**src/rtl/multi_cycle_ctrl.sv**
```systemverilog
// Multi-cycle CPU main control FSM: sequences fetch/decode/execute/memory/write-back.
// Define MULTI_CYCLE_CTRL_ADDI_EN to enable the addi path (ADDIEX/ADDIWB states).
module multi_cycle_ctrl #(
    parameter int WIDTH = 32
) (
    input  logic       clk,
    input  logic       rst_n,
    input  logic [5:0] opcode,
    input  logic [5:0] funct,
    input  logic       zero,
    input  logic       mem_ready,
    output logic       pc_en,
    output logic       iord,
    output logic       mem_read,
    output logic       mem_write,
    output logic       ir_write,
    output logic       reg_dst,
    output logic       mem_to_reg,
    output logic       reg_write,
    output logic       alu_src_a,
    output logic [1:0] alu_src_b,
    output logic [1:0] pc_source,
    output logic [2:0] alu_ctrl,
    output logic       illegal
);

    localparam logic [5:0] OP_RTYPE = 6'b000000;
    localparam logic [5:0] OP_LW    = 6'b100011;
    localparam logic [5:0] OP_SW    = 6'b101011;
    localparam logic [5:0] OP_BEQ   = 6'b000100;
    localparam logic [5:0] OP_J     = 6'b000010;
`ifdef MULTI_CYCLE_CTRL_ADDI_EN
    localparam logic [5:0] OP_ADDI  = 6'b001000;
`endif

    localparam logic [5:0] FN_ADD = 6'b100000;
    localparam logic [5:0] FN_SUB = 6'b100010;
    localparam logic [5:0] FN_AND = 6'b100100;
    localparam logic [5:0] FN_OR  = 6'b100101;
    localparam logic [5:0] FN_SLT = 6'b101010;

    localparam logic [2:0] ALU_AND = 3'b000;
    localparam logic [2:0] ALU_OR  = 3'b001;
    localparam logic [2:0] ALU_ADD = 3'b100;
    localparam logic [2:0] ALU_SUB = 3'b110;
    localparam logic [2:0] ALU_SLT = 3'b011;

    // The control path is width-independent; only reject nonsense widths.
    if (WIDTH < 1) begin : g_width_check
        $error("multi_cycle_ctrl: WIDTH must be positive");
    end

    typedef enum logic [3:0] {
        S_RST,
        S_FETCH,
        S_DECODE,
        S_MEMADR,
        S_MEMRD,
        S_MEMWB,
        S_MEMWR,
        S_EXEC,
        S_ALUWB,
        S_BRANCH,
`ifdef MULTI_CYCLE_CTRL_ADDI_EN
        S_ADDIEX,
        S_ADDIWB,
`endif
        S_JUMP
    } state_e;

    state_e state_q, state_d;
    logic   illegal_q, illegal_d;
    logic   illegal_set;
    logic   pc_write;
    logic   pc_write_cond;

    always_ff @(posedge clk or negedge rst_n) begin
        if (!rst_n) begin
            state_q   <= S_RST;
            illegal_q <= 1'b0;
        end else begin
            state_q   <= state_d;
            illegal_q <= illegal_d;
        end
    end

    always_comb begin
        state_d       = state_q;
        illegal_set   = 1'b0;
        pc_write      = 1'b0;
        pc_write_cond = 1'b0;
        iord          = 1'b0;
        mem_read      = 1'b0;
        mem_write     = 1'b0;
        ir_write      = 1'b0;
        reg_dst       = 1'b0;
        mem_to_reg    = 1'b0;
        reg_write     = 1'b0;
        alu_src_a     = 1'b0;
        alu_src_b     = 2'b00;
        pc_source     = 2'b00;
        alu_ctrl      = ALU_ADD;

        unique case (state_q)
            S_RST: begin
                alu_ctrl = 3'b000;
                state_d  = S_FETCH;
            end
            S_FETCH: begin
                mem_read  = 1'b1;
                alu_src_b = 2'b01;
                if (mem_ready) begin
                    ir_write = 1'b1;
                    pc_write = 1'b1;
                    state_d  = S_DECODE;
                end
            end
            S_DECODE: begin
                // Speculative branch target into ALUOut.
                alu_src_b = 2'b11;
                case (opcode)
                    OP_LW, OP_SW: state_d = S_MEMADR;
                    OP_RTYPE:     state_d = S_EXEC;
                    OP_BEQ:       state_d = S_BRANCH;
                    OP_J:         state_d = S_JUMP;
`ifdef MULTI_CYCLE_CTRL_ADDI_EN
                    OP_ADDI:      state_d = S_ADDIEX;
`endif
                    default: begin
                        illegal_set = 1'b1;
                        state_d     = S_FETCH;
                    end
                endcase
            end
            S_MEMADR: begin
                alu_src_a = 1'b1;
                alu_src_b = 2'b10;
                state_d   = (opcode == OP_SW) ? S_MEMWR : S_MEMRD;
            end
            S_MEMRD: begin
                mem_read = 1'b1;
                iord     = 1'b1;
                if (mem_ready) state_d = S_MEMWB;
            end
            S_MEMWB: begin
                reg_write  = 1'b1;
                mem_to_reg = 1'b1;
                state_d    = S_FETCH;
            end
            S_MEMWR: begin
                mem_write = 1'b1;
                iord      = 1'b1;
                if (mem_ready) state_d = S_FETCH;
            end
            S_EXEC: begin
                alu_src_a = 1'b1;
                state_d   = S_ALUWB;
                case (funct)
                    FN_ADD: alu_ctrl = ALU_ADD;
                    FN_SUB: alu_ctrl = ALU_SUB;
                    FN_AND: alu_ctrl = ALU_AND;
                    FN_OR:  alu_ctrl = ALU_OR;
                    FN_SLT: alu_ctrl = ALU_SLT;
                    default: begin
                        illegal_set = 1'b1;
                        state_d     = S_FETCH;
                    end
                endcase
            end
            S_ALUWB: begin
                reg_write = 1'b1;
                reg_dst   = 1'b1;
                state_d   = S_FETCH;
            end
            S_BRANCH: begin
                alu_src_a     = 1'b1;
                alu_ctrl      = ALU_SUB;
                pc_write_cond = 1'b1;
                pc_source     = 2'b01;
                state_d       = S_FETCH;
            end
            S_JUMP: begin
                pc_write  = 1'b1;
                pc_source = 2'b10;
                state_d   = S_FETCH;
            end
`ifdef MULTI_CYCLE_CTRL_ADDI_EN
            S_ADDIEX: begin
                alu_src_a = 1'b1;
                alu_src_b = 2'b10;
                state_d   = S_ADDIWB;
            end
            S_ADDIWB: begin
                reg_write = 1'b1;
                state_d   = S_FETCH;
            end
`endif
            default: state_d = S_RST;
        endcase

        pc_en = pc_write | (pc_write_cond & zero);
    end

    assign illegal_d = illegal_q | illegal_set;
    assign illegal   = illegal_q;

endmodule

```
**config.mk**
```make
export PLATFORM = sky130hd
export DESIGN_NAME = multi_cycle_ctrl
export DESIGN_NICKNAME = d
export VERILOG_FILES = /design/src/rtl/multi_cycle_ctrl.sv
export SDC_FILE = /design/constraint.sdc
export NUM_CORES = 1
export LEC_CHECK = 0
export BUFFER_PORTS_ARGS = -buffer_cell sky130_fd_sc_hd__buf_4
export CAP_MARGIN = 20
export CORE_MARGIN = 4
export CORE_UTILIZATION = 38
export CTS_CLUSTER_SIZE = 16
export DETAILED_ROUTE_END_ITERATION = 6
export PLACE_DENSITY_LB_ADDON = 0.05
export SLEW_MARGIN = 30
export SYNTH_ARGS = -nofsm -noshare
export SYNTH_HDL_FRONTEND = slang
export SYNTH_SLANG_ARGS = --single-unit
```
**constraint.sdc**
```tcl
create_clock -name clk -period 1.25 [get_ports clk]
set_clock_uncertainty 0.1 [all_clocks]
set_input_delay 0.1875 -clock clk [delete_from_list [all_inputs] [get_ports clk]]
set_output_delay 0.1875 -clock clk [all_outputs]
set_load 0.05 [all_outputs]
```
==> impl_metrics.toml, run 1 <==
[synth]
ys_types = 33
yosysSeqAreaShare = 0.213
ys_async_sr_fraction = 1.00
post_synth_top_flop = "dfrtp_1"
synth_edf_count = 0
postSynthCellCount = 85
post_synth.cell_area_avg_um2 = 6.90
syn_nets = 101
post_synth_instance_area_um2 = 587
synthesis.yosys.warnings = 0
ys_ff_latch = 5

[cts]
clkSinkCount = 5
clock_tree.buffer_depth = 2
number_of_levels_the_h_tree_was_split_into = 1
cts_root_buffer = "clkbuf_4"
post-cts-setup-buffers = 2
cts.repair.resized = 35
ctsHoldBuffers = 1
cts_inserted_buffers = 3

[place]
io_buffer_count = 32
post_dp_cell_area_mm2 = 0.00121
global_placer_s_final_weighted_congestion = 0.806
dpl.hpwl_um = 2110

[outcome]
outcome = "stopped before the end"
error_line = "[ERROR DPL-0038] Utilization greater than 100%, impossible to legalize"
failed_stage = "clock tree synthesis (4_1_cts)"

[floorplanning]
effective_utilization_at_floorplan = 0.424
die-height_um = 47.3
std_cell_rows = 13
floorplan.io_pins = 33
chipWidth_um = 47.3
[cells by family after synthesis]
group,share of synthesized area
AO/OA/AOI/OAI,0.213
XOR/XNOR,0.0299
buffers and inverters,0.0234
flip-flops,0.213
multiplexers,0.0171
AND/OR/NAND/NOR,0.503
[stage by stage]
stage               worst slack, ns  utilization  cells
floorplan                    -0.422            -     85
global placement             -0.267        0.879    162
detailed placement           -0.299        0.879    162
[synth_stat cells, types with 2 or more instances]
| library cell | number | area share |
|---|---|---|
| a31oi_1 | 2 | 0.021 |
| a21oi_1 | 3 | 0.026 |
| nand2b_1 | 8 | 0.085 |
| nor2_1 | 13 | 0.083 |
| nor3b_1 | 2 | 0.026 |
| nand3_1 | 2 | 0.017 |
| nand2_1 | 10 | 0.064 |
| nor2b_1 | 4 | 0.043 |
| a21boi_0 | 2 | 0.026 |
| nand4_1 | 2 | 0.021 |
| nor4_1 | 2 | 0.021 |
| o21ai_0 | 4 | 0.034 |
| buf_2 | 2 | 0.017 |
| dfrtp_1 | 5 | 0.21 |
| a211o_1 | 2 | 0.030 |
| xnor2_1 | 2 | 0.030 |
| nor3_1 | 4 | 0.034 |
==> inputs of run 2 (changes only) <==
--- a/config.mk
+++ b/config.mk
@@ -7,11 +7,10 @@
 export LEC_CHECK = 0
 export BUFFER_PORTS_ARGS = -buffer_cell sky130_fd_sc_hd__buf_4
 export CAP_MARGIN = 20
-export CORE_MARGIN = 4
-export CORE_UTILIZATION = 38
-export CTS_CLUSTER_SIZE = 16
+export CORE_AREA = 4 4 65 67
 export DETAILED_ROUTE_END_ITERATION = 6
-export PLACE_DENSITY_LB_ADDON = 0.05
+export DIE_AREA = 0 0 69 71
+export PLACE_DENSITY_LB_ADDON = 0.15
 export SLEW_MARGIN = 30
 export SYNTH_ARGS = -nofsm -noshare
 export SYNTH_HDL_FRONTEND = slang
==> constraint.sdc (replaced) <==
create_clock -name clk -period 1.6 [get_ports clk]
set_clock_uncertainty 0.1 [all_clocks]
set_input_delay 0.24 -clock clk [delete_from_list [all_inputs] [get_ports clk]]
set_output_delay 0.24 -clock clk [all_outputs]
set_load 0.05 [all_outputs]
==> impl_metrics.toml, run 2 <==
[synth]
syn_nets = 101
postSynthCellCount = 85
ys_types = 33
post_synth.cell_area_avg_um2 = 6.90
post_synth_instance_area_um2 = 587
synth_edf_count = 0
synth_top_cell_area_share = 0.213
yosys-top-cells-area = "dfrtp_1 (21%), nand2b_1 (8.5%), nor2_1 (8.3%), nand2_1 (6.4%), nor2b_1 (4.3%)"
post-synth-top-count-cell = "nor2_1"
ys_ff_latch = 5
ys_async_sr_fraction = 1.00
yosysSeqAreaShare = 0.213
netlist_top_cells_count = "nor2_1 (13), nand2_1 (10), nand2b_1 (8)"
synthesis.yosys.warnings = 0
post-synth-top-area-cell = "dfrtp_1"
post_synth_top_flop = "dfrtp_1"

[cts]
cts_inserted_buffers = 3
clock_latency_ns = 0.22
cts.clk_slew.worst_paths_ns = 0.04
clkSinkCount = 5
cts_root_buffer = "clkbuf_8"
number_of_levels_the_h_tree_was_split_into = 1
clock_tree.buffer_depth = 2
cts_tree = "yes"

[cells_and_area]
areaGrowthSynthToFinish_pct = 164
final_common_cell = "buf_4"
final_cell_area_mm2 = 0.00155
final_cell_mix = "buf_4 (49), buf_6 (15), nor2_4 (8), nand2_1 (8), buf_8 (6)"
final_nets = 175
largest_register_by_flop_count = "state_q"
antennaDiodeCount = 0
drive_above_1_share = 0.690
fin_cells = 206
largest_register_ff_count = 4
final.fill_count = 381

[critical_path]
crit-reg2reg-launch = "state_q[2]"
worstSetupEndpoint = "reg_write"
crit_start = "state_q[3]"
crit_path_max_fanout = 6
cp-start-kind = "flip-flop"
crit_arrival_ns = 1.40
worst_r2r_endpoint = "state_q[3]"
worst_r2r_path_depth = 5
setup.reg_to_reg.worst_slack_ns = -0.02
setup.worst_path.class = "flip-flop to output pin"
critical_path_rt_ns = 1.26
cp_endpoint_kind = "output pin"

[power]
power_leakage_uw = 0.000686
power.density_cell_area_mw_per_mm2 = 1880
peak_vdd_ir_mv = 0.972

[sta]
slew_viol_final = 0
total_negative_slack_ns = -1.08
period_share = 1.08
maxClockFrequency_mhz = 576
tightest_slew_ns = 0.289
final_period_minus_worst_setup_slack_ns = 1.74
slew_headroom = 0.806
timing.final.ws_setup_ns = -0.136
setup_viol_count_final = 14
rsz0062_at_grt = "true"
finalHoldViolations = 0
hold-worst-slack_ns = 0.235

[run]
maxCapViolCount = 0

[routing]
vias = 912
first_iter_violations = 13
drc_errors = 0
wirelength_um = 2540
drt_first_pass_iters = 4
routedWlPerCell_um = 12.3
detail-route-antenna-nets = 0
vias_per_cell = 4.43

[floorplanning]
effective_utilization_at_floorplan = 0.162
std_cell_rows = 22
core_region_area_mm2 = 0.00363
chipWidth_um = 69
die_area_mm2 = 0.00490
floorplan.io_pins = 33
die-height_um = 71

[min_path]
hold_path_class = "input port to flip-flop"
worst_hold_path.num_cells = 4

[outcome]
outcome = "complete, but fails checks"
failed_checks = "negative setup slack"

[global_routing]
grt_util_met1 = 0.113
grt_use_met3 = 0.0298
most_crowded_layer_after_global_routing = "met2"
antenna_violations_before_repair = 0
gr-usage-met2 = 0.172
grt.overflow.total = 0
grt_use_total = 0.0954
grt_pass1_vias = 885
first_pass_grt_wire_length_um = 3910
maximum_number_of_pins_on_one_net_before_global_route_repair = 14

[place]
post_dp_cell_area_mm2 = 0.00118
io_buffer_count = 32
dpl.hpwl_um = 1950
global_placer_s_final_weighted_congestion = 0.797
instance_count_after_placement_with_tap_cells_included = 189
[run 2: cell families after synthesis]
kind of cell / count (synthesis) / synth area share
flip-flops: 5 / 0.213
AND/OR/NAND/NOR: 55 / 0.503
multiplexers: 1 / 0.0171
AO/OA/AOI/OAI: 19 / 0.213
buffers and inverters: 3 / 0.0234
XOR/XNOR: 2 / 0.0299
[run 2: cell type report]
type                       instances  area (µm²)  share of cell area
timing repair buffer              72         662               0.428
multi-input combinational         77         651               0.421
sequential                         5         129              0.0833
tap                               48        60.1              0.0388
clock buffer                       4        45.0              0.0291
[run 2: repair_timing]
| action | 4_1_cts | 5_1_grt |
|---|---|---|
| hold endpoints to repair | 5 | 0 |
| cloned | 0 | 1 |
| buffers inserted | 4 | 7 |
| pin swaps | 3 | 4 |
| endpoints found under the setup margin | 15 | 15 |
| hold buffers | 1 | 0 |
| gates resized for setup | 37 | 16 |
[run 2: worst min path at each step]
| stage | startpoint | to |
|---|---|---|
| after detailed placement | rst_n | illegal |
| final | mem_ready | state_q[2] |
| after global routing | mem_ready | state_q[2] |
| after CTS | mem_ready | state_q[2] |
| after floorplan | rst_n | illegal |
| after global placement | rst_n | illegal |
[run 2: power breakdown]
| part | leakage, µW | internal (µW) | switching [µW] |
|---|---|---|---|
| combinational | 0.000607 | 1170 | 1250 |
| sequential | 0.0000567 | 181 | 73.3 |
| clock | 0.0000228 | 171 | 62.7 |
[run 2: routing by layer]
metal  wire length [µm]  part of all wire
met5                  0                 0
met3                124             0.049
met4                 28             0.011
met2               1310              0.51
met1               1080              0.43
[run 2: critical path: stages, from the launching register on]
cell and delay, ns:
dfrtp_2 0.44, nand2b_4 0.22, buf_6 0.12, nor2_4 0.03, or2_4 0.22, buf_8 0.15
[run 2: stage by stage]
step	utilization	worst slack, ns	total power [µW]
after global routing	0.426	-0.177	3050
after detailed placement	0.325	-0.0461	2070
after floorplan	-	-0.164	1350
final	0.426	-0.136	2910
after CTS	0.388	-0.144	2640
after global placement	0.325	-0.0297	2050
No activity file was read; power rests on OpenSTA's default activity.
